**src/rtl/iter_shift_unit.sv**
```systemverilog
// rtl/iter_shift_unit.sv - multi-cycle shift/rotate unit with start/busy/done handshake
module iter_shift_unit #(
    parameter int WIDTH = 32,
    parameter int STEP  = 1
) (
    input  logic             clock,
    input  logic             clear,
    input  logic             start,
    input  logic [2:0]       op,
    input  logic [WIDTH-1:0] data_in,
    input  logic [WIDTH-1:0] amount,
    output logic             busy,
    output logic             done,
    output logic [WIDTH-1:0] result,
    output logic             carry_out
);

    localparam int CW = $clog2(WIDTH);

    localparam logic [1:0] S_IDLE = 2'd0;
    localparam logic [1:0] S_RUN  = 2'd1;
    localparam logic [1:0] S_DONE = 2'd2;

    localparam logic [2:0] OP_SHR  = 3'b000;
    localparam logic [2:0] OP_SHRA = 3'b001;
    localparam logic [2:0] OP_SHL  = 3'b010;
    localparam logic [2:0] OP_ROR  = 3'b011;
    localparam logic [2:0] OP_ROL  = 3'b100;

    localparam logic [CW:0] STEP_W = (CW+1)'(STEP);

    logic [1:0]       state_q, state_d;
    logic [WIDTH-1:0] work_q, work_d;
    logic [2:0]       op_q, op_d;
    logic [CW-1:0]    count_q, count_d;
    logic [WIDTH-1:0] result_q, result_d;
    logic             carry_q, carry_d;

    logic [CW-1:0]    k;
    logic [CW-1:0]    step_s;
    logic [CW-1:0]    inv_s;
    logic [CW-1:0]    idx_r;
    logic [WIDTH-1:0] shifted;
    logic             carry_bit;

    logic             unused_amount_hi;
    assign unused_amount_hi = ^amount[WIDTH-1:CW];

    // count never reaches WIDTH, so step_s fits in CW bits even when STEP == WIDTH
    always_comb begin
        k         = amount[CW-1:0];
        step_s    = ({1'b0, count_q} < STEP_W) ? count_q : STEP_W[CW-1:0];
        inv_s     = CW'(0) - step_s;
        idx_r     = step_s - CW'(1);
        shifted   = work_q;
        carry_bit = 1'b0;
        case (op_q)
            OP_SHR: begin
                shifted   = work_q >> step_s;
                carry_bit = work_q[idx_r];
            end
            OP_SHRA: begin
                shifted   = $signed(work_q) >>> step_s;
                carry_bit = work_q[idx_r];
            end
            OP_SHL: begin
                shifted   = work_q << step_s;
                carry_bit = work_q[inv_s];
            end
            OP_ROR: begin
                shifted   = (work_q >> step_s) | (work_q << inv_s);
                carry_bit = work_q[idx_r];
            end
            OP_ROL: begin
                shifted   = (work_q << step_s) | (work_q >> inv_s);
                carry_bit = work_q[inv_s];
            end
            default: begin
                shifted   = work_q;
                carry_bit = 1'b0;
            end
        endcase
    end

    always_comb begin
        state_d  = state_q;
        work_d   = work_q;
        op_d     = op_q;
        count_d  = count_q;
        result_d = result_q;
        carry_d  = carry_q;
        case (state_q)
            S_IDLE: begin
                if (start) begin
                    work_d  = data_in;
                    op_d    = op;
                    count_d = k;
                    if ((k != '0) && (op <= OP_ROL)) begin
                        state_d = S_RUN;
                    end else begin
                        state_d  = S_DONE;
                        result_d = data_in;
                        carry_d  = 1'b0;
                    end
                end
            end
            S_RUN: begin
                work_d  = shifted;
                count_d = count_q - step_s;
                // result/carry only move on the final step so no partial value is visible
                if (count_q == step_s) begin
                    state_d  = S_DONE;
                    result_d = shifted;
                    carry_d  = carry_bit;
                end
            end
            S_DONE: begin
                state_d = S_IDLE;
            end
            default: begin
                state_d = S_IDLE;
            end
        endcase
    end

    always_ff @(posedge clock or negedge clear) begin
        if (!clear) begin
            state_q  <= S_IDLE;
            work_q   <= '0;
            op_q     <= '0;
            count_q  <= '0;
            result_q <= '0;
            carry_q  <= 1'b0;
        end else begin
            state_q  <= state_d;
            work_q   <= work_d;
            op_q     <= op_d;
            count_q  <= count_d;
            result_q <= result_d;
            carry_q  <= carry_d;
        end
    end

    assign busy      = (state_q != S_IDLE);
    assign done      = (state_q == S_DONE);
    assign result    = result_q;
    assign carry_out = carry_q;

endmodule

```
**config.mk**
```make
export PLATFORM = sky130hd
export DESIGN_NAME = iter_shift_unit
export DESIGN_NICKNAME = d
export VERILOG_FILES = /design/src/rtl/iter_shift_unit.sv
export SDC_FILE = /design/constraint.sdc
export NUM_CORES = 1
export LEC_CHECK = 0
export CORE_MARGIN = 4
export CORE_UTILIZATION = 30
export CTS_BUF_LIST = sky130_fd_sc_hd__clkbuf_8 sky130_fd_sc_hd__clkbuf_16
export DETAILED_ROUTE_END_ITERATION = 10
export PLACE_DENSITY_LB_ADDON = 0.05
export SLEW_MARGIN = 25
export SYNTH_ARGS = -nofsm -noshare
export SYNTH_HDL_FRONTEND = slang
export SYNTH_SLANG_ARGS = --single-unit
```
**constraint.sdc**
```tcl
create_clock -name clock -period 3.07 [get_ports clock]
set_input_delay 0.307 -clock clock [delete_from_list [all_inputs] [get_ports clock]]
set_output_delay 0.307 -clock clock [all_outputs]
set_load 0.01 [all_outputs]
```
## Word-level counts from Yosys, hierarchy flattened

Index checks and enable logic that the tools add are counted.

- Add/subtract/negate cells: 3
- $mul: 0
- Div/mod/pow operators: 0
- Magnitude comparators: 4
- Equality and inequality tests: 10
- Shift-type cells: 5
- Mux-type cells: 23
- Bitwise gates (word level): 2
- Reductions and logical operators: 12

Operators by type and width:

| kind | number |
|---|---|
| 32-bit case mux with 5 select lines | 1 |
| 32-bit two-way mux | 4 |
| 32-bit case mux with 2 select lines | 2 |
| 32-bit bitwise OR | 2 |
| 32-bit by 5-bit << shifter with 32-bit output | 2 |
| 32-bit by 5-bit right shift with 32-bit output | 2 |
| 32-bit by 5-bit >>> shifter with 32-bit output | 1 |
| 5-bit by 6-bit < comparator with 1-bit output, second input constant | 2 |
| 1-bit binary-select mux with 5-bit select | 2 |
| 5-bit two-way mux | 2 |
| 5-bit case mux with 2 select lines | 1 |
| 3-bit by 2-bit == test with 1-bit output, second input constant | 2 |
| 2-bit two-way mux | 3 |
| 2-bit != test, second input constant | 3 |
| 2-bit AND reduction | 3 |
| 5-bit == test | 1 |
| 5-bit by 1-bit < comparator with 1-bit output, second input constant | 1 |
| 1-bit two-way mux | 5 |
| 5-bit nonzero test | 1 |
| 1-bit by 5-bit subtractor with 5-bit output, first input constant | 1 |
| 5-bit by 1-bit subtractor with 5-bit output, second input constant | 1 |
| 5-bit subtractor | 1 |
| 1-bit case mux with 2 select lines | 2 |
| 2-bit case mux with 2 select lines | 1 |
| other kinds (12) | 13 |

- Flip-flop bits (word level): 75
- Latch bits: 0
- Memory bits (writable): 0
- Memory bits (read-only): 0
- Output and inout port bits: 35
- Logic and storage cells: 65
- Memories kept: 0

## Longest topological paths before layout

Gate-level depths: netlist of the first run.

- Depth after elaboration: 8
- Mapped depth: 11
- Gate-level depth less buffers: 9

## Worst setup path after synthesis of the first run

No wires, ideal clock.

- Path type: register to register
- From: register count_q[2]
- To: register result_q[11], in the netlist result[11]
- Data arrival time: 2,531 ps
- Setup slack: 405 ps
- Stages on the path, launching flop included: 12
- Cells stage by stage: dfrtp_1 > or4_1 > buf_6 > nand2_1 > ha_1 > inv_1 > o41ai_1 > nand3_2 > inv_2 > buf_2 > buf_4 > a31oi_1

- Cells in the longest elaborated chain, start to end: 8
- Elaborated cells between the ends (all ways): 16

RTL lines:

| what | RTL line | source |
|---|---|---|
| start: declaration | 35 | `logic [CW-1:0] count_q, count_d;` |
| start signal: assignment | 138 | `count_q <= count_d;` |
| 5-bit by 1-bit < comparator with 1-bit output | 52 | `step_s = ({1'b0, count_q} < STEP_W) ? count_q : STEP_W[CW-1:0];` |
| 5-bit two-way mux | 52 |  |
| 1-bit by 5-bit subtractor with 5-bit output | 53 | `inv_s = CW'(0) - step_s;` |
| 32-bit by 5-bit right shift with 32-bit output / 32-bit by 5-bit << shifter with 32-bit output (equally long branches) | 75, 71 |  |
| 32-bit bitwise OR, on equally long branches | 75, 71 |  |
| 32-bit case mux with 5 select lines | 57 | `case (op_q)` |
| 32-bit two-way mux | 111 | `if (count_q == step_s) begin` |
| 32-bit case mux with 2 select lines | 92 | `case (state_q)` |
| end signal: assignment | 139 | `result_q <= result_d;` |
| end: declaration | 36 | `logic [WIDTH-1:0] result_q, result_d;` |

Several ways; a longest one is shown, not always the timed one. The select of a mux whose other input is x is not followed.
A chain may end at the register's enable or synchronous reset.

## Final worst setup path of the first run

- From: register count_q[2]
- To: register result_q[17], in the netlist result[17]

The elaborated chain is that of the path after synthesis.

==> results of run 1 <==
[metal layers]
| layer | part of all wire (%) | GRT usage (%) |
|---|---|---|
| met4 | 2.2 | 6.751 |
| met1 | 51 | 25.77 |
| met2 | 41 | 23.51 |
| met5 | 0 | 0 |
| met3 | 5.6 | 3.554 |
[through the flow]
step | hold slack (ns) | setup slack (ns) | std cells | cell area [um^2] | power [mW]
2_1_floorplan | 0.01141 | 0.4055 | 467 | 4279 | 4.784
3_3_place_gp | 0.4677 | 0.3516 | 700 | 5211 | 6.158
3_5_place_dp | 0.4764 | 0.3429 | 700 | 5211 | 6.191
4_1_cts | 0.1668 | 0.3057 | 715 | 5528 | 7.396
5_1_grt | 0.05184 | 0.09770 | 715 | 5532 | 7.956
6_report | -0.03169 | 0.3241 | 715 | 5532 | 7.314
[final cells by class]
cell class	instances	area (um^2)	share of cell area [%]
clock buffers	10	239.0	4.320
clock inverters	5	77.57	1.402
inverters	11	41.29	0.7464
multi-input cells	342	2162	39.09
flip-flops and latches	75	1877	33.93
well taps	180	225.2	4.071
repair buffers	92	909.6	16.44
[cell usage after synthesis (all sizes together), types with 4 or more instances]
library cell / count / share of area, %
o221ai: 15 / 3.5
and2: 9 / 1.3
o31a: 8 / 1.6
a31oi: 29 / 4.2
o221a: 7 / 1.8
a221oi: 8 / 1.9
mux2i: 13 / 3.0
a2bb2oi: 4 / 0.82
o22a: 10 / 2.0
nor2: 54 / 5.1
nand2: 40 / 3.5
o211ai: 4 / 0.70
a21oi: 56 / 6.6
inv: 11 / 0.96
dfrtp: 75 / 44
nor3: 5 / 0.58
buf: 18 / 2.9
o21ai: 37 / 4.6
mux2: 4 / 1.1
clkbuf: 21 / 1.8
[registers in the layout (all words and copies together), names as in the netlist]
signal	cells
carry_out	1
count_q	5
op_q	3
result	32
state_q	2
work_q	32
[worst paths after layout]
path	endpoint	cells after the start
setup / recovery	result[17]$_DFFE_PN0P_	10
hold / removal	count_q[1]$_DFFE_PN0P_	1
setup reg to reg	result[17]$_DFFE_PN0P_	10
hold reg to reg	result[29]$_DFFE_PN0P_	2
max in group asynchronous	result[18]$_DFFE_PN0P_	1
min in group clock	result[29]$_DFFE_PN0P_	2
[worst max-delay path, delay by kind of cell (launching register included)]
kind	cells	cell delay (ns)
AO/OA/AOI/OAI	2	0.61
adder cells (fa/ha/maj)	1	0.20
buffers and inverters	3	0.50
flip-flops	1	0.45
AND/OR/NAND/NOR	4	0.87
[logic make-up after synthesis]
logic type,Yosys count
compound gates,198
simple gates,125
flops,75
buf+inv,50
mux,17
xor+xnor,1
fa+ha+maj,1
[report_power, final]
part | switching (mW) | total [mW] | internal [mW] | leakage, nW
Clock | 0.427 | 1.15 | 0.726 | 0.154
Combinational | 2.30 | 4.09 | 1.79 | 1.17
Sequential | 0.560 | 2.08 | 1.52 | 0.866
Total | 3.28 | 7.31 | 4.03 | 2.19
==> flow_metrics.env, run 1 <==
export IMPL_synth_top_family_by_area="compound AO/OA/AOI/OAI gates"
export IMPL_gr_total_overflow=0
export IMPL_skew_ns=0.007329
export IMPL_hold_class="in -> async"
export IMPL_synth_edf_count=0
export IMPL_vias=3931
export IMPL_crit_path_start="count_q[2]$_DFFE_PN0P_"
export IMPL_hold_viol=26
export IMPL_start_util_pct=30.71
export IMPL_setup_violations=0
export IMPL_fin_nets=602
export IMPL_die_h_um=127.4
export IMPL_dr_first_iter_drc_count=327
export IMPL_synth_compound_area_share_pct=32.46
export IMPL_seq_area_frac_synth_pct=43.86
export IMPL_clockRootBuffer="clkbuf_16"
export IMPL_slowest_stage="or4_1"
export IMPL_r2r_start="count_q[2]$_DFFE_PN0P_"
export IMPL_syn_inst=467
export IMPL_final_core_util_pct=39.70
export IMPL_antenna_found_initial=0
export IMPL_gp_congestion=0.8134
export IMPL_vdd_drop_max_uv=378.9
export IMPL_synth_xor_area_share_pct=0.3801
export IMPL_syn_nets=538
export IMPL_synth_mux_area_share_pct=4.094
export IMPL_finalMaxSlewViolations=0
export IMPL_ant_nets=0
export IMPL_clock_sinks=75
export IMPL_insertedDiodeCount=0
export IMPL_status="complete, but fails checks"
export IMPL_finalWorstPathRequiredPeriod_ns=2.746
export IMPL_die_w_um=127.4
export IMPL_critPathArrivalTime_ns=3.01
export IMPL_grt_pass1_vias=3833
export IMPL_worstPathMaxFanout=37
export IMPL_syn2layout_area_growth_pct=29.27
export IMPL_worstPathCellList="or4_1, nand2_1, ha_1, inv_1, o41ai_1, nand3_2, inv_2, buf_12, nor2_1, a31oi_1"
export IMPL_core_mm2=0.01393
export IMPL_routedWlPerCell_um=18.54
export IMPL_ys_seq_elements=75
export IMPL_tightest_slew_ns=0.8920
export IMPL_synthSimpleGateAreaFrac_pct=13.19
export IMPL_final_common_cell="clkdlybuf4s50_1"
export IMPL_yosysWarnings=0
export IMPL_via_per_inst=5.498
export IMPL_hold_buffers=0
export IMPL_mappedNetlistArea_mm2=0.004279
export IMPL_grt_usage_pct=17.05
export IMPL_timing_fmax_mhz=364.2
export IMPL_drive_above_1_share_pct=10.47
export IMPL_grt_max_degree=76
export IMPL_firstDrtPassIters=5
export IMPL_p_leak_nw=2.186
export IMPL_cts_htree_levels=3
export IMPL_fill_cells=1433
export IMPL_wl_um=13260
export IMPL_tns_ns=0
export IMPL_post_cts_resized=0
export IMPL_violations="hold timing"
export IMPL_r2r_slack_ns=0.32
export IMPL_max_cap_violations=0
export IMPL_clk_pin_slew_ns=0.06
export IMPL_synth_flop_cell="dfrtp_1"
export IMPL_power_density_mw_per_mm2=1322
export IMPL_rsz0062_at_grt="false"
export IMPL_synth_fa_ha_area_share_pct=0.2924
export IMPL_hold_ws_ns=-0.03169
export IMPL_relSlewSlack_pct=40.39
export IMPL_insertion_delay_ns=0.35
export IMPL_crit_path_end_kind="flip-flop"
export IMPL_required_ns=3.33
export IMPL_cts_tree="yes"
export IMPL_std_cell_rows=43
export IMPL_post_cts_buffers=0
export IMPL_period_share_pct=89.44
export IMPL_io_buffers=77
export IMPL_place_hpwl_um=9185
export IMPL_avgSynthCellArea_um2=9.163
export IMPL_final_cell_mix="clkdlybuf4s50_1 (76), dfrtp_1 (75), a21oi_1 (55)"
export IMPL_start_kind="flip-flop"
export IMPL_dieArea_mm2=0.01624
export IMPL_clock_path_buffers=2
export IMPL_drc_errors=0
export IMPL_synthDistinctLibCells=54
export IMPL_path_class="reg -> reg"
export IMPL_cts_buffers=9
export IMPL_critPathMaxStageDelay_ns=0.57
export IMPL_grt_pass1_wl_um=21860
export IMPL_io_pins=105
export IMPL_async_flop_share_pct=100.0
(Power assumes the default switching activity.)
==> inputs of run 2 (changes only) <==
--- a/config.mk
+++ b/config.mk
@@ -5,12 +5,12 @@
 export SDC_FILE = /design/constraint.sdc
 export NUM_CORES = 1
 export LEC_CHECK = 0
+export ABC_CLOCK_PERIOD_IN_PS = 3070
 export CORE_MARGIN = 4
 export CORE_UTILIZATION = 30
 export CTS_BUF_LIST = sky130_fd_sc_hd__clkbuf_8 sky130_fd_sc_hd__clkbuf_16
 export DETAILED_ROUTE_END_ITERATION = 10
 export PLACE_DENSITY_LB_ADDON = 0.05
-export SLEW_MARGIN = 25
 export SYNTH_ARGS = -nofsm -noshare
 export SYNTH_HDL_FRONTEND = slang
 export SYNTH_SLANG_ARGS = --single-unit
==> run 2 against run 1 <==
Compared with the run above:
- critical path depth did not move
- cell area barely moved
- global-route usage stayed put
- sequential cell count unchanged
- the run now ends clean
- final cell count stayed put
- via count shrank 0.36%
- highest routed layer unchanged
- sequential share of layout area hardly changed
- clock power about the same
- die area unchanged
- hold slack improved by 0.13 ns
- non-clock buffer count unchanged
- count of clock-buffer cells in the layout unchanged
==> flow_metrics.env, run 2 (same netlist as run 1, synthesis figures left out) <==
export IMPL_grt_max_degree=76
export IMPL_die_w_um=127.4
export IMPL_max_cap_violations=0
export IMPL_dieArea_mm2=0.01624
export IMPL_std_cell_rows=43
export IMPL_setup_violations=0
export IMPL_syn2layout_area_growth_pct=29.18
export IMPL_cts_buffers=9
export IMPL_grt_pass1_vias=3833
export IMPL_critPathMaxStageDelay_ns=0.57
export IMPL_critPathArrivalTime_ns=3.00
export IMPL_hold_class="in -> async"
export IMPL_start_kind="flip-flop"
export IMPL_gp_congestion=0.8134
export IMPL_r2r_slack_ns=0.33
export IMPL_cts_tree="yes"
export IMPL_slowest_stage="or4_1"
export IMPL_clock_path_buffers=2
export IMPL_final_cell_mix="clkdlybuf4s50_1 (76), dfrtp_1 (75), a21oi_1 (55)"
export IMPL_vdd_drop_max_uv=378.7
export IMPL_grt_usage_pct=17.05
export IMPL_dr_first_iter_drc_count=327
export IMPL_tns_ns=0
export IMPL_met2_usage_pct=23.51
export IMPL_status="finished clean"
export IMPL_grt_pass1_wl_um=21860
export IMPL_power_density_mw_per_mm2=1322
export IMPL_gr_total_overflow=0
export IMPL_crit_path_start="count_q[2]$_DFFE_PN0P_"
export IMPL_worstPathMaxFanout=37
export IMPL_core_mm2=0.01393
export IMPL_grtUsageMet3_pct=3.554
export IMPL_io_buffers=77
export IMPL_post_cts_resized=0
export IMPL_timing_rr_end="result[17]$_DFFE_PN0P_"
export IMPL_insertion_delay_ns=0.35
export IMPL_firstDrtPassIters=5
export IMPL_clk_pin_slew_ns=0.06
export IMPL_rsz0062_at_grt="false"
export IMPL_drc_errors=0
export IMPL_hold_ws_ns=0.09919
export IMPL_busiest_layer="met1"
export IMPL_required_ns=3.33
export IMPL_antenna_found_initial=0
export IMPL_finalWorstPathRequiredPeriod_ns=2.736
export IMPL_post_cts_buffers=0
export IMPL_drive_above_1_share_pct=10.47
export IMPL_path_class="reg -> reg"
export IMPL_fin_nets=602
export IMPL_worstPathCellList="or4_1, nand2_1, ha_1, inv_1, o41ai_1, nand3_2, inv_2, buf_12, nor2_1, a31oi_1"
export IMPL_final_cell_count_no_fill=715
export IMPL_routedWlPerCell_um=18.48
export IMPL_hold_viol=0
export IMPL_fill_cells=1435
export IMPL_start_util_pct=30.71
export IMPL_r2r_start="count_q[2]$_DFFE_PN0P_"
export IMPL_vias=3917
export IMPL_place_hpwl_um=9185
export IMPL_relSlewSlack_pct=33.99
export IMPL_cts_htree_levels=3
export IMPL_via_per_inst=5.478
export IMPL_rr_worst_depth=10
export IMPL_hold_buffers=0
export IMPL_die_h_um=127.4
export IMPL_grtUsageMet1_pct=25.77
export IMPL_crit_path_end="result[17]$_DFFE_PN0P_"
export IMPL_tightest_slew_ns=0.9901
export IMPL_skew_ns=0.007371
export IMPL_placed_cells=700
export IMPL_finalMaxSlewViolations=0
export IMPL_insertedDiodeCount=0
export IMPL_wl_um=13220
export IMPL_clock_sinks=75
export IMPL_io_pins=105
export IMPL_period_share_pct=89.12
export IMPL_p_leak_nw=2.184
export IMPL_final_common_cell="clkdlybuf4s50_1"
export IMPL_timing_fmax_mhz=365.5
export IMPL_ant_nets=0
export IMPL_crit_path_end_kind="flip-flop"
export IMPL_clockRootBuffer="clkbuf_16"
## run 2: cell counts in the layout (fill, tap and decap cells not counted)
No cell type changed its count.
## run 2: layer usage
layer  vias up  part of all wire, %
met5         -                    0
met4         0                  2.1
met3        15                  5.7
met2       113                   41
met1      1900                   51
li1       1889                    -
## run 2: worst min-delay path by stage
stage	start	to	slack, ns	cells past startpoint
finish	clear	count_q[1]$_DFFE_PN0P_	0.1	1
global route	clear	count_q[1]$_DFFE_PN0P_	0.21	1
CTS	clear	count_q[2]$_DFFE_PN0P_	0.17	1
detailed placement	carry_out$_DFFE_PN0P_	carry_out$_DFFE_PN0P_	0.48	2
global placement	carry_out$_DFFE_PN0P_	carry_out$_DFFE_PN0P_	0.47	2
floorplan	clear	carry_out$_DFFE_PN0P_	0.01	0
## run 2: area by class of cell
cell class	instances	area [um^2]	area share, %
timing repair buffer	92	905.9	16.39
clock buffer	10	239.0	4.323
tap	180	225.2	4.074
multi-input combinational	342	2162	39.11
inverter	11	41.29	0.7469
sequential	75	1877	33.95
clock inverter	5	77.57	1.403
## run 2: critical path: cells and delay by family, from the launching register on
kind	cells	cell delay [ns]
buf+inv	3	0.50
simple gates	4	0.86
flops	1	0.45
fa+ha+maj	1	0.20
compound gates	2	0.61
## run 2: power by group
part	internal [mW]	total (mW)	leakage [nW]	switching, mW
registers	1.52	2.07	0.866	0.559
clock network	0.726	1.15	0.154	0.427
logic	1.79	4.08	1.16	2.29
## run 2: stage by stage
| stage | cell area (um^2) | setup WS [ns] | util (%) | power (mW) |
|---|---|---|---|---|
| after global routing | 5528 | 0.09770 | 39.67 | 7.956 |
| after detailed placement | 5211 | 0.3429 | 37.40 | 6.191 |
| final | 5528 | 0.3339 | 39.67 | 7.307 |
| after floorplan | 4279 | 0.4055 | - | 4.784 |
| after CTS | 5528 | 0.3057 | 39.67 | 7.396 |
| after global placement | 5211 | 0.3516 | 37.40 | 6.158 |
